File: src/rtl/hazard_controller.sv
// Pipeline hazard sequencer: stall/bubble/flush/freeze controls and registered EX forwarding selects.
// Optional saturating stall counter enabled by defining HAZARD_STALL_COUNTER_EN.
module hazard_controller #(
    parameter int unsigned REG_W = 3,
    parameter int unsigned CNT_W = 16
) (
    input  logic             i_clk,
    input  logic             i_rst_n,
    input  logic [REG_W-1:0] i_rs_id,
    input  logic [REG_W-1:0] i_rt_id,
    input  logic             i_rs_used_id,
    input  logic             i_rt_used_id,
    input  logic [REG_W-1:0] i_rd_ex,
    input  logic             i_wb_en_ex,
    input  logic             i_mem_read_ex,
    input  logic [REG_W-1:0] i_rd_mem,
    input  logic             i_wb_en_mem,
    input  logic             i_mem_multi,
    input  logic             i_branch_taken,
    output logic             o_pc_hold,
    output logic             o_ifid_hold,
    output logic             o_ifid_flush,
    output logic             o_idex_bubble,
    output logic             o_freeze,
    output logic [1:0]       o_fwd_a,
    output logic [1:0]       o_fwd_b,
`ifdef HAZARD_STALL_COUNTER_EN
    output logic [CNT_W-1:0] o_stall_cnt,
`endif
    output logic [1:0]       o_state
);

    localparam int unsigned FWD_W = 2;
    localparam logic [FWD_W-1:0] FWD_RF  = 2'b00;
    localparam logic [FWD_W-1:0] FWD_EXM = 2'b01;
    localparam logic [FWD_W-1:0] FWD_MWB = 2'b10;

    typedef enum logic [1:0] {
        RUN        = 2'b00,
        LOAD_STALL = 2'b01,
        MEM_WAIT   = 2'b10
    } state_t;

    state_t           state;
    state_t           state_nxt;
    logic             hit_ex_a, hit_ex_b, hit_mem_a, hit_mem_b;
    logic             load_use;
    logic [FWD_W-1:0] fwd_a_nxt, fwd_b_nxt;

    // Decode-stage dependency detection against EX and MEM destinations
    always_comb begin
        hit_ex_a  = i_rs_used_id & i_wb_en_ex  & (i_rs_id == i_rd_ex);
        hit_ex_b  = i_rt_used_id & i_wb_en_ex  & (i_rt_id == i_rd_ex);
        hit_mem_a = i_rs_used_id & i_wb_en_mem & (i_rs_id == i_rd_mem);
        hit_mem_b = i_rt_used_id & i_wb_en_mem & (i_rt_id == i_rd_mem);
        load_use  = i_mem_read_ex & (hit_ex_a | hit_ex_b);
        fwd_a_nxt = hit_ex_a ? FWD_EXM : (hit_mem_a ? FWD_MWB : FWD_RF);
        fwd_b_nxt = hit_ex_b ? FWD_EXM : (hit_mem_b ? FWD_MWB : FWD_RF);
    end

    // Next state and Mealy controls; MEM_WAIT ignores i_mem_multi since the same access still drives it
    always_comb begin
        state_nxt     = RUN;
        o_pc_hold     = 1'b0;
        o_ifid_hold   = 1'b0;
        o_ifid_flush  = 1'b0;
        o_idex_bubble = 1'b0;
        o_freeze      = 1'b0;
        if ((state != MEM_WAIT) && i_mem_multi) begin
            o_freeze    = 1'b1;
            o_pc_hold   = 1'b1;
            o_ifid_hold = 1'b1;
            state_nxt   = MEM_WAIT;
        end else if (i_branch_taken) begin
            o_ifid_flush  = 1'b1;
            o_idex_bubble = 1'b1;
        end else if (load_use) begin
            o_pc_hold     = 1'b1;
            o_ifid_hold   = 1'b1;
            o_idex_bubble = 1'b1;
            state_nxt     = LOAD_STALL;
        end
        if (!i_rst_n) begin
            o_pc_hold     = 1'b0;
            o_ifid_hold   = 1'b0;
            o_ifid_flush  = 1'b0;
            o_idex_bubble = 1'b0;
            o_freeze      = 1'b0;
        end
    end

    always_ff @(posedge i_clk or negedge i_rst_n) begin
        if (!i_rst_n) begin
            state <= RUN;
        end else begin
            state <= state_nxt;
        end
    end

    // Forwarding selects travel with the instruction into EX
    always_ff @(posedge i_clk or negedge i_rst_n) begin
        if (!i_rst_n) begin
            o_fwd_a <= FWD_RF;
            o_fwd_b <= FWD_RF;
        end else if (o_freeze) begin
            o_fwd_a <= o_fwd_a;
            o_fwd_b <= o_fwd_b;
        end else if (o_idex_bubble) begin
            o_fwd_a <= FWD_RF;
            o_fwd_b <= FWD_RF;
        end else begin
            o_fwd_a <= fwd_a_nxt;
            o_fwd_b <= fwd_b_nxt;
        end
    end

    assign o_state = state;

`ifdef HAZARD_STALL_COUNTER_EN
    always_ff @(posedge i_clk or negedge i_rst_n) begin
        if (!i_rst_n) begin
            o_stall_cnt <= '0;
        end else if (o_pc_hold && (o_stall_cnt != {CNT_W{1'b1}})) begin
            o_stall_cnt <= o_stall_cnt + CNT_W'(1);
        end
    end
`endif

endmodule

File: config.mk
export PLATFORM = sky130hd
export DESIGN_NAME = hazard_controller
export DESIGN_NICKNAME = d
export VERILOG_FILES = /design/src/rtl/hazard_controller.sv
export SDC_FILE = /design/constraint.sdc
export NUM_CORES = 1
export LEC_CHECK = 0
export CORE_AREA = 2 2 41 43
export DETAILED_ROUTE_END_ITERATION = 12
export DIE_AREA = 0 0 43 45
export PLACE_DENSITY = 0.72
export SLEW_MARGIN = 20
export SYNTH_ARGS = -nofsm -noshare
export SYNTH_HDL_FRONTEND = slang
export SYNTH_SLANG_ARGS = --single-unit
File: constraint.sdc
create_clock -name i_clk -period 2 [get_ports i_clk]
set_clock_uncertainty 0.2 [all_clocks]
set_input_delay 0.4 -clock i_clk [delete_from_list [all_inputs] [get_ports i_clk]]
set_output_delay 0.4 -clock i_clk [all_outputs]
set_load 0.01 [all_outputs]
== Word level (Yosys, flattened, before mapping) ==
Index checks and enable logic that the tools add are counted.
Storage, ports and cells
  bits in registers: 6
  bits of input ports: 21
  output and inout bits: 11
Operators by class
  equal/unequal tests: 5
  muxes and demuxes: 21
  bitwise logic cells: 10
  reductions and logical operators: 1
Operators by type and width (count)
  $mux 1: 14
  $mux 2: 7
  $eq 3x3->1: 4
  $and 1x1->1: 9
  $ne 2x2->1 const B: 1
  $logic_and 1x1->1: 1
  $or 1x1->1: 1

== Longest topological paths before layout ==
  depth after elaboration: 9
  mapped depth: 5

== Worst setup path before layout ==
OpenSTA, ideal clock, no wires.
  path kind: input port to output port
  start: in i_rd_ex[0]
  end: out o_pc_hold
  arrival time: 1545 ps
  data required time: 1400 ps
  setup slack: -145 ps
  cell stages on the path: 5
  path buffers: 1
  cells stage by stage: xor2_1 -> nor4_2 -> o211ai_1 -> a21oi_1 -> buf_4
Between the ends
  word-level cells in the longest chain between the ends: 8
RTL lines
  start, declared: RTL line 13  | input logic [REG_W-1:0] i_rd_ex,
  $eq 3x3->1 (on tied branches): RTL line 52, 53
  $and 1x1->1 (on tied branches): RTL line 52, 53
  $or 1x1->1 *: RTL line 56  | load_use = i_mem_read_ex & (hit_ex_a | hit_ex_b);
  $and 1x1->1 *: RTL line 56
  $mux 1 * (4 in series)
  end, declared: RTL line 20  | output logic o_pc_hold,
Every way passes the cells marked *; elsewhere a longest branch is shown, timed or not.

== Worst setup path after layout ==
  start: in i_rs_id[2]
  end: out o_ifid_hold
Between the ends
  word-level cells in the longest chain between the ends: 8
RTL lines
  start, declared: RTL line 9  | input logic [REG_W-1:0] i_rs_id,
  $eq 3x3->1: RTL line 52  | hit_ex_a = i_rs_used_id & i_wb_en_ex & (i_rs_id == i_rd_ex);
  $and 1x1->1: RTL line 52
  $or 1x1->1: RTL line 56
  $and 1x1->1: RTL line 56
  $mux 1: RTL line 77  | end else if (load_use) begin
  $mux 1: RTL line 74  | end else if (i_branch_taken) begin
  $mux 1: RTL line 69  | if ((state != MEM_WAIT) && i_mem_multi) begin
  $mux 1: RTL line 83  | if (!i_rst_n) begin
  end, declared: RTL line 21  | output logic o_ifid_hold,
No other way between the ends.

==> impl_metrics.csv <==
group,metric,value,unit
floorplan,row_count,14,
grt,grt_util_all_layers,19.98,%
synthesis,netlist_instances,53,
pwr,power_frac_comb,41.6,%
worst_setup_path,critPathMaxStageDelay,310,ps
worst_setup_path,startpoint_type,"input pin",
worst_setup_path,endpoint_kind,"output port",
route,met3WireLength,127,um
synthesis,synth_area_per_cell,9.089,um2
synthesis,syn_nets,74,
layout,final_common_cell,"buf_4",
timing,finalCriticalPeriod,2175,ps
worst_setup_path,crit_arrival,1570,ps
pwr,peakVddDrop,183.2,uV
clock_network,clockBufferDepth,2,
worst_setup_path,crit_buf_inv,3,
worst_setup_path,cp_data_required_time,1400,ps
timing,relSlewSlack,79.49,%
layout,area_delta_synth_final,123.1,%
pwr,switching_power,118.1,uW
layout,mostFrequentLayoutCells,"26 x buf_4, 13 x clkdlybuf4s50_1, 6 x xor2_1, 6 x buf_2, 6 x dfrtp_1",
route,drt_first_iter_violations,6,
timing,finalSetupTns,-570.6,ps
placement,portBuffers,31,
pwr,p_int,285.8,uW
worst_setup_path,cpLargestDelayFamily,"buffers and inverters",
floorplan,start_util,32.74,%
synthesis,synth_area,481.7,um2
floorplan,die-area,0.001935,mm2
route,drc,0,
synthesis,yosys_warnings,0,
worst_setup_path,crit_slowest_cell,"nor4_2",
layout,antenna_cells,0,
pwr,power_density,375.7,mW/mm2
placement,place_area,957.2,um2
floorplan,die_height,45,um
timing,fmax,459.8,MHz
clock_network,clock_sinks,6,
clock_network,cts.htree.levels,1,
hold_path,hold_class,"in2async",
grt,grt_max_degree,9,
pwr,p_leak,0.0005069,uW
timing,min_period_over_period,108.7,%
synthesis,yosysSeqAreaShare,31.17,%
route,maxUsedRoutingLayer,"met4",
route,drtAntennaViolNets,0,
grt,grt_pass1_wl,2780,um
route,drt_first_pass_iters,4,
clock_network,path_clk_slew,50,ps
placement,dp_cells,118,
run,cap_viol_max_count,0,
placement,place_ws,-968.5,ps
timing,final-setup-viol-count,5,
route,vias,650,
route,viasPerCell,5.039,
pwr,clockPowerShare,26.9,%
timing,slew_viol_final,0,
layout,fin_area,0.001075,mm2
floorplan,die-width,43,um
timing,setup_ws,-174.7,ps
route,detail_route.wirelength.met1,569,um
synthesis,yosys-top-cells-area,"dfrtp_1 31%, xor2_1 20%, o2111a_1 4.7%",
clock_network,clk_latency,240,ps
route,wl_per_cell,12.78,um
floorplan,core,0.001471,mm2
clock_network,root_buffer,"clkbuf_4",
floorplan,io_pins,32,
placement,hpwl,1231,um
grt,grt_overflow,0,
layout,fin_cells,129,
pwr,pwr-share-seq,31.5,%
layout,drive_above_1_share,53.98,%
route,routed_wl,1648,um
layout,fin_nets,136,
run_status,status,"finished, violations left",
run_status,violations,"negative setup slack",
synthesis,ys_types,24,
pwr,power,403.8,uW
placement,place.gp.congestion,0.7013,
clock_network,cts_tree,"yes",
timing,hold_viol,0,
worst_setup_path,cp_cell_sequence,"buf_6 -> xor2_1 -> nor4_2 -> buf_4 -> o211ai_1 -> a21oi_2 -> buf_2",
timing,max_slew.worst_pin.slew,305.3,ps
worst_setup_path,critPathKind,"in2out",
timing,rsz0062_at_grt,"yes",
route,wl_met2,945,um
synthesis,ys_ff_latch,6,
pwr,p_sw_share,29.24,%
grt,grt_pass1_vias,702,
worst_setup_path,critPathMaxFanout,2,
synthesis,yosysTopAreaCell,"dfrtp_1",
synthesis,yosysTopAreaCellShare,31.17,%
clock_network,cts_buffers,3,
grt,antenna_found_initial,0,
[worst reg2reg max path, delay by kind of cell, from the launching register on]
| kind | cells | cell delay, ps |
|---|---|---|
| DFF | 1 | 410 |
| AOI/OAI and AO/OA | 2 | 400 |
| and+or+nand+nor | 1 | 350 |
| buffers and inverters | 2 | 250 |
[cells in the mapped netlist]
| master | n |
|---|---|
| a211oi_1 | 2 |
| a211oi_2 | 1 |
| a21o_1 | 1 |
| a21oi_1 | 3 |
| a22o_1 | 2 |
| a2bb2oi_1 | 1 |
| buf_4 | 1 |
| dfrtp_1 | 6 |
| inv_1 | 3 |
| inv_2 | 1 |
| nand2_1 | 3 |
| nand3_1 | 2 |
| nor2_1 | 2 |
| nor3_1 | 2 |
| nor4_1 | 3 |
| nor4_2 | 1 |
| o2111a_1 | 2 |
| o211ai_1 | 1 |
| o21ai_1 | 1 |
| o21ai_2 | 1 |
| or3_1 | 1 |
| or4_1 | 1 |
| xnor2_1 | 1 |
| xor2_1 | 11 |
[metal layers]
layer  vias to the layer above  GRT usage, %
li1                        316             -
met1                       300         17.96
met2                        32         41.21
met3                         2         4.800
met4                         0         9.697
met5                         -             0
[worst paths after layout]
kind,start,endpoint,slack [ps],cells past startpoint
max,i_rs_id[2],o_ifid_hold,-170,7
min,i_rst_n,o_state[1],290,2
max reg2reg,o_state[0],o_fwd_b[1],340,5
min reg2reg,o_fwd_b[0],o_fwd_b[0],310,1
max in group asynchronous,i_rst_n,o_fwd_a[0],1190,2
min in group i_clk,o_fwd_b[0],o_fwd_b[0],310,1
[cell families (layout without fill, tap and decap cells)]
logic type | Yosys count | in the layout | synth area share, %
compound gates | 15 | 15 | 24.93
simple gates | 15 | 15 | 17.40
xor+xnor | 12 | 12 | 21.82
flops | 6 | 6 | 31.17
buf+inv | 5 | 65 | 4.675
[cell type report]
class                      instances  area, um2
clock buffer                       3      22.52
inverter                           4      15.01
fill                             138      396.6
timing repair buffer              58      480.5
tap                               16      20.02
multi-input combinational         42      386.6
sequential                         6      150.1
[flip-flops by register name, summed over array words and instances, names as in the netlist]
name / cells
o_state: 2
o_fwd_b: 2
o_fwd_a: 2
[timing repair]
item	CTS	global route
pin swaps	10	4
buffers inserted	8	0
hold buffers	0	0
setup endpoints to repair	5	6
gates resized for setup	66	9
[per-stage QoR]
stage / util [%] / hold WS, ps
6_report: 73.04 / 285.7
5_1_grt: 73.04 / 292.3
4_1_cts: 72.87 / 265.5
3_5_place_dp: 65.05 / 304.9
3_3_place_gp: 65.05 / 291.9
2_1_floorplan: - / -95.59
[power by group through the flow]
stage / Clock (uW) / Combinational [uW] / Sequential (uW)
2_1_floorplan: 0 / 50.6 / 131
3_3_place_gp: 0 / 154 / 129
3_5_place_dp: 0 / 156 / 129
4_1_cts: 112 / 166 / 127
5_1_grt: 121 / 181 / 128
6_report: 109 / 168 / 127
(Power assumes the default switching activity.)
